[src/rtl/writeback_unit_pkg.sv]
// Shared decode definitions for the writeback stage: default data width,
// load funct3 encodings and the arbiter grant type.
package writeback_unit_pkg;

  localparam int DEF_XLEN = 32;

  typedef enum logic [2:0] {
    F3_LB  = 3'd0,
    F3_LH  = 3'd1,
    F3_LW  = 3'd2,
    F3_LBU = 3'd4,
    F3_LHU = 3'd5
  } load_f3_e;

  typedef enum logic {
    GNT_ALU = 1'b0,
    GNT_LSU = 1'b1
  } grant_e;

endpackage

[src/rtl/writeback_unit_load_align.sv]
// Combinational load extraction: selects the byte/halfword/word addressed by
// offset from the aligned memory word, extends it, and flags illegal/misaligned loads.
module load_align
  import writeback_unit_pkg::*;
#(
  parameter int XLEN = DEF_XLEN
) (
  input  logic [2:0]      funct3,
  input  logic [1:0]      offset,
  input  logic [XLEN-1:0] rdata,
  output logic [XLEN-1:0] data,
  output logic            err
);

  logic [4:0]  byte_lsb;
  logic [4:0]  half_lsb;
  logic [7:0]  byte_val;
  logic [15:0] half_val;

  assign byte_lsb = {offset, 3'b000};
  assign half_lsb = {offset[1], 4'b0000};
  assign byte_val = rdata[byte_lsb +: 8];
  assign half_val = rdata[half_lsb +: 16];

  always_comb begin
    data = '0;
    err  = 1'b0;
    case (funct3)
      F3_LB:  data = {{(XLEN-8){byte_val[7]}}, byte_val};
      F3_LBU: data = {{(XLEN-8){1'b0}}, byte_val};
      F3_LH: begin
        data = {{(XLEN-16){half_val[15]}}, half_val};
        err  = offset[0];
      end
      F3_LHU: begin
        data = {{(XLEN-16){1'b0}}, half_val};
        err  = offset[0];
      end
      F3_LW: begin
        data = rdata;
        err  = (offset != 2'b00);
      end
      default: err = 1'b1;
    endcase
  end

endmodule

[src/rtl/writeback_unit.sv]
// Writeback arbiter: round-robin between ALU and load results, one registered
// register-file write per cycle, plus load error pulse and committed-write counter.
module writeback_unit
  import writeback_unit_pkg::*;
#(
  parameter int XLEN = DEF_XLEN
) (
  input  logic            clk,
  input  logic            rstn,
  input  logic            i_alu_valid,
  output logic            o_alu_ready,
  input  logic [4:0]      i_alu_rd,
  input  logic [XLEN-1:0] i_alu_data,
  input  logic            i_lsu_valid,
  output logic            o_lsu_ready,
  input  logic [4:0]      i_lsu_rd,
  input  logic [2:0]      i_lsu_funct3,
  input  logic [1:0]      i_lsu_offset,
  input  logic [XLEN-1:0] i_lsu_rdata,
  output logic            o_rd_wvalid,
  output logic [4:0]      o_rd_waddr,
  output logic [XLEN-1:0] o_rd_wdata,
  output logic            o_load_err,
  output logic [31:0]     o_wb_count
);

  grant_e          last_grant;
  logic            alu_fire;
  logic            lsu_fire;
  logic [XLEN-1:0] ld_data;
  logic            ld_err;

  logic            commit;
  logic            err_next;
  logic [4:0]      waddr_next;
  logic [XLEN-1:0] wdata_next;

  logic            rd_wvalid;
  logic [4:0]      rd_waddr;
  logic [XLEN-1:0] rd_wdata;
  logic            load_err;
  logic [31:0]     wb_count;

  load_align #(.XLEN(XLEN)) u_load_align (
    .funct3 (i_lsu_funct3),
    .offset (i_lsu_offset),
    .rdata  (i_lsu_rdata),
    .data   (ld_data),
    .err    (ld_err)
  );

  // When both sources are valid exactly one ready is high, so the fires never overlap.
  assign o_alu_ready = !i_lsu_valid || (last_grant == GNT_LSU);
  assign o_lsu_ready = !i_alu_valid || (last_grant == GNT_ALU);
  assign alu_fire    = i_alu_valid && o_alu_ready;
  assign lsu_fire    = i_lsu_valid && o_lsu_ready;

  always_comb begin
    commit     = 1'b0;
    err_next   = 1'b0;
    waddr_next = i_alu_rd;
    wdata_next = i_alu_data;
    if (alu_fire) begin
      commit = (i_alu_rd != 5'd0);
    end else if (lsu_fire) begin
      err_next   = ld_err;
      commit     = (i_lsu_rd != 5'd0) && !ld_err;
      waddr_next = i_lsu_rd;
      wdata_next = ld_data;
    end
  end

  always_ff @(posedge clk or negedge rstn) begin
    if (!rstn) begin
      rd_wvalid  <= 1'b0;
      rd_waddr   <= 5'd0;
      rd_wdata   <= '0;
      load_err   <= 1'b0;
      wb_count   <= 32'd0;
      last_grant <= GNT_LSU;
    end else begin
      rd_wvalid <= commit;
      load_err  <= err_next;
      if (commit) begin
        rd_waddr <= waddr_next;
        rd_wdata <= wdata_next;
        wb_count <= wb_count + 32'd1;
      end
      if (alu_fire) begin
        last_grant <= GNT_ALU;
      end else if (lsu_fire) begin
        last_grant <= GNT_LSU;
      end
    end
  end

  assign o_rd_wvalid = rd_wvalid;
  assign o_rd_waddr  = rd_waddr;
  assign o_rd_wdata  = rd_wdata;
  assign o_load_err  = load_err;
  assign o_wb_count  = wb_count;

endmodule

[config.mk]
export PLATFORM = sky130hd
export DESIGN_NAME = writeback_unit
export DESIGN_NICKNAME = d
export VERILOG_FILES = /design/src/rtl/writeback_unit_pkg.sv /design/src/rtl/writeback_unit_load_align.sv /design/src/rtl/writeback_unit.sv
export SDC_FILE = /design/constraint.sdc
export NUM_CORES = 1
export LEC_CHECK = 0
export CORE_MARGIN = 2
export CORE_UTILIZATION = 40
export DETAILED_ROUTE_END_ITERATION = 7
export GPL_TIMING_DRIVEN = 0
export PLACE_DENSITY = 0.75
export SETUP_SLACK_MARGIN = 0.4
export SYNTH_ARGS = -nofsm -noshare
export SYNTH_HDL_FRONTEND = slang
export SYNTH_SLANG_ARGS = --single-unit
[constraint.sdc]
create_clock -name clk -period 5.4 [get_ports clk]
set_clock_uncertainty 0.05 [all_clocks]
set_input_delay 1.08 -clock clk [delete_from_list [all_inputs] [get_ports clk]]
set_output_delay 1.08 -clock clk [all_outputs]
set_load 0.02 [all_outputs]
== Word level (Yosys, flattened, before mapping) ==
Cells that the tools add are included.

* ROM bits: 0
* Word-level logic and storage cells: 41
* Register bits after elaboration: 72
* Bits in writable memories: 0
* Output and inout bits: 73
* Latch bits: 0
* Memories kept: 0

* Shift operators: 2
* Muxes and demuxes: 12
* Div/mod/pow operators: 0
* Equality and inequality tests: 4
* Reductions and logical operators: 15
* $mul: 0
* Order comparisons: 0
* Bitwise gates (word level): 1
* $add $sub $neg: 1

{| class="wikitable"
|+ Operators by type and width
! kind !! count
|-
| 32-bit one-hot mux with 5 select lines || 1
|-
| 32-bit two-way mux || 2
|-
| 32-bit by 1-bit adder with 32-bit output (second input constant) || 1
|-
| 32-bit by 6-bit variable part select with 16-bit output || 1
|-
| 32-bit by 6-bit variable part select with 8-bit output || 1
|-
| 5-bit two-way mux || 2
|-
| 5-bit nonzero test || 2
|-
| 3-bit == test (second input constant) || 2
|-
| 1-bit two-way mux || 6
|-
| 2-bit nonzero test || 2
|-
| 2-bit OR reduction || 2
|-
| 3-bit by 1-bit == test with 1-bit output (second input constant) || 1
|-
| 3-bit by 2-bit == test with 1-bit output (second input constant) || 1
|-
| 1-bit logical AND || 3
|-
| 1-bit zero test || 3
|-
| 3-bit zero test || 1
|-
| 1-bit one-hot mux with 3 select lines || 1
|-
| 1-bit logical OR || 2
|-
| 1-bit inverter || 1
|}

== Depth between registers and ports, before layout ==
* Depth in word-level cells: 7
* Mapped depth: 9
* Depth with buffers taken out: 6

== Cells and area by module ==
From an unflattened synthesis, not the netlist that was laid out.

* Cells, all modules: 428
* Area total of the unflattened synthesis: 4284.1 um^2

{| class="wikitable"
|+ Modules (own cells, without submodules)
! module !! instances !! area each (um^2) !! cells an instance
|-
| writeback_unit || 1 || 3384.5 || 320
|-
| load_align || 1 || 899.6 || 108
|}

== Worst setup path before layout ==
Ideal clock, no wire load.

* Kind: in2reg
* From: in i_lsu_offset[1]
* To: reg rd_wdata[21], in the netlist o_rd_wdata[21]
* Stages on the path: 6
* Data required time: 5228 ps
* Path buffers: 2
* Arrival time: 2413 ps
* Setup slack: 2815 ps
* Library setup time: 122 ps
* Path through: buf_2 -> mux2_2 -> o211ai_1 -> buf_2 -> a21o_1 -> a21oi_1

* Longest elaborated chain between the ends: 6
* Elaborated cells on any way between the ends: 11

{| class="wikitable"
|+ Ends and longest elaborated chain
! element !! RTL line !! text
|-
| from (decl) || writeback_unit.sv:18 || <nowiki>input logic [1:0] i_lsu_offset,</nowiki>
|-
| parallel branches: the longest is 6 deep, another holds 32-bit by 6-bit variable part select with 16-bit output || - ||
|-
| to (signal assigned) || writeback_unit.sv:86 || <nowiki>rd_wdata <= wdata_next;</nowiki>
|-
| to (decl) || writeback_unit.sv:40 || <nowiki>logic [XLEN-1:0] rd_wdata;</nowiki>
|}

Several ways; the timed one is not identified.
A chain may end at the register's enable or synchronous reset.

== Final worst setup path ==
* From: in i_alu_valid
* To: out o_lsu_ready

* Longest elaborated chain between the ends: 2

{| class="wikitable"
|+ Ends and longest elaborated chain
! element !! RTL line !! text
|-
| from (decl) || writeback_unit.sv:10 || <nowiki>input logic i_alu_valid,</nowiki>
|-
| 1-bit zero test || writeback_unit.sv:54 || <nowiki>assign o_lsu_ready = !i_alu_valid || (last_grant == GNT_ALU);</nowiki>
|-
| 1-bit logical OR || writeback_unit.sv:54 ||
|-
| to (decl) || writeback_unit.sv:15 || <nowiki>output logic o_lsu_ready,</nowiki>
|}

Every way passes these cells.

==> impl_results.md <==
* Worst Path Required at 4.27 ns
* Top post-synthesis cells by area: dfrtp_1, a21oi_1, nand2_1, xnor2_1, nor2_1
* Inserted Clock Buffers at 9
* Total negative setup slack at 0 ns
* Hold_buf cts at 0
* Global Route Usage Sum at 23.89%
* Cells after Synth at 431
* CP max stage delay at 0.60 ns
* CTS clk-pin slew, worst paths at 0.09 ns
* Vias/cell at 5.450
* Max Buffers Root-to-Sink at 2
* Die extent in x at 104.2 um
* Cell chain of the critical path: clkdlybuf4s50_1 -> nand2_1 -> clkdlybuf4s50_1
* DP Cell Count at 718
* Switching pwr at 0.6298 mW
* Die Footprint at 10860 um2
* Clk Latency, worst-skew pair at 0.35 ns
* Share of post-route cells with drive strength above 1 at 9.817%
* Slowest cell on crit path: clkdlybuf4s50_1
* Reg2reg setup slack at 3.33 ns
* EDFF count, synth at 0
* Max Cap Violations at 0
* Netlist Area Pre-Place at 4015 um2
* Port Buf Inserts at 153
* Post-CTS Setup Inserts at 0
* Synth warn at 0
* Syn_nets at 515
* # DRC at 0
* Post-Layout Cell Count at 734
* Ys async rst share at 100.0%
* WL final at 12750 um
* Io pins at 156
* Internal power at 1.158 mW
* TritonCTS clock tree: built
* Initial antenna violation count at 0
* Critical Path Source Type: primary input
* Final Core Density at 60.79%
* CP most frequent cell: clkdlybuf4s50_1
* Initial DRC count at 202
* Ys flop type: dfrtp_1
* Worst Path Arrival at 2.28 ns
* Slew margin rel. at 48.94%
* Root Driver: clkbuf_8
* Synth area leader: dfrtp_1
* WL/cell at 17.36 um
* Vert. Die Dim at 104.2 um
* Clock network fraction of design power at 25.2%
* Seq/Total Area, Yosys at 44.90%
* Switching Share at 35.22%
* Final setup fails at 0
* Yosys top cell area share at 44.25%
* Area Growth Syn to Fin at 47.99%
* Pwr/cell area at 301.0 nW/um2
* HP Class: reg -> reg
* Vias in the first global route at 4124
* Most common cell in the synthesized netlist: dfrtp_1
* Post-route ant nets at 0
* Hold violation count in the final report at 0
* Clock sink count at 72
* Crit path max-delay family: buffers and inverters
* Reg power frac at 39.7%
* First-pass DRT Iterations at 6
* CP bufs+invs at 2
* # nets final at 680
* Core ar. at 9774 um2
* Crit path kind: in -> out
* Logic pwr share at 35.1%
* CP max FO at 4
* Detailed placement HPWL at 10070 um
* Tmin final at 3.415 ns
* Seq cells post-synth at 72
* Worst Tran Pin Value at 0.7613 ns
* Commonest cells post-synth: dfrtp_1, nand2_1, a21oi_1, nor2_1
* RSZ-0062 raised after global routing: false
* H-tree levels at 3
* VDD IR max at 0.1596 mV
* Max Slew Vio Count at 0
* Post-synth cell types at 52
* First-pass GRT wire length at 20860 um
* Antenna cells at 0
* Syn_area_per_cell at 9.316 um2
* Gr ovfl total at 0
* Via count at 4000
* Fmax achieved at 292.9 MHz
* Crit path capture type: output pin
* Largest net degree at the start of global routing at 58
* GP Congestion at 0.9503
* Fraction of the cycle the final worst path needs at 63.23%
* Leakage power at 2.353 nW
* Cell Rows at 36
* Cts repair resizes at 0
* Initial Util at 41.08%
* Status: completed
state kept, by name (all words and copies together), names as in the netlist:
signal	count
last_grant	1
o_wb_count	32
o_rd_wvalid	1
o_rd_wdata	32
o_load_err	1
o_rd_waddr	5
power by group through the flow:
| stage | combinational, mW | clock [mW] | sequential [mW] |
|---|---|---|---|
| finish | 0.627 | 0.452 | 0.710 |
| global route | 0.676 | 0.483 | 0.722 |
| CTS | 0.631 | 0.459 | 0.710 |
| detailed placement | 0.629 | 0 | 0.719 |
| global placement | 0.616 | 0 | 0.715 |
| floorplan | 0.198 | 0 | 0.816 |
cell type report:
type,count,area [um2]
Fill cell,887,3832
Multi-Input combinational cell,328,2036
Sequential cell,72,1803
Timing Repair Buffer,154,1556
Tap cell,133,166.4
Buffer,26,155.1
Clock buffer,9,123.9
Clock inverter,7,80.08
Inverter,5,21.27
worst reg2reg max path: cells and delay by family, from the launching register on:
kind | cells | cell delay [ns]
fa+ha+maj | 1 | 0.25
flops | 1 | 0.47
simple gates | 3 | 1.08
xor+xnor | 1 | 0.15
per-stage QoR:
stage	worst slack (ns)	power [mW]	hold slack [ns]	cell area (um2)
final	1.985	1.788	0.4340	5942
after detailed placement	1.990	1.349	0.4201	5738
after global routing	1.940	1.882	0.4655	5942
after CTS	1.984	1.801	0.4392	5942
after global placement	0.6921	1.331	0.4126	5713
after floorplan	2.815	1.014	0.4180	4015
logic make-up after synthesis:
group / Yosys count / synth area share (%)
DFF: 72 / 44.90
and+or+nand+nor: 157 / 19.94
buffers and inverters: 31 / 4.394
adders and majority gates: 1 / 0.3116
muxes: 15 / 4.020
AOI/OAI and AO/OA: 124 / 19.66
xor gates and xnor gates: 31 / 6.762
per-layer routing:
metal	up-vias	share of wire (%)	wire, um	GRT usage, %
met5	-	0	0	0
met4	0	2.4	302	8.494
met3	30	8.9	1134	8.396
met2	176	49	6256	40.65
met1	1919	40	5051	27.89
li1	1875	-	-	-
layout by cell type (no fill, tap or decap), types with 9 or more instances in the layout:
master / synthesis / layout
a21o_1: 18 / 18
a21oi_1: 52 / 52
clkbuf_1: 12 / 12
clkbuf_8: 0 / 9
clkdlybuf4s50_1: 0 / 152
dfrtp_1: 71 / 71
mux2_2: 9 / 9
nand2_1: 57 / 57
nand4_1: 14 / 14
nor2_1: 37 / 37
nor3_1: 10 / 10
o21ai_0: 18 / 18
xnor2_1: 16 / 16
xor2_1: 15 / 15
final timing paths:
kind | from | end | cells past startpoint
setup / recovery | i_alu_valid | o_lsu_ready | 3
hold / removal | o_wb_count[31]$_DFFE_PN0P_ | o_wb_count[31]$_DFFE_PN0P_ | 1
setup reg to reg | o_wb_count[0]$_DFFE_PN0P_ | o_wb_count[24]$_DFFE_PN0P_ | 5
hold reg to reg | o_wb_count[31]$_DFFE_PN0P_ | o_wb_count[31]$_DFFE_PN0P_ | 1
max in group asynchronous | rstn | last_grant$_DFFE_PN1P_ | 2
min in group asynchronous | rstn | o_wb_count[25]$_DFFE_PN0P_ | 1
Power figures use the tool's default switching activity.
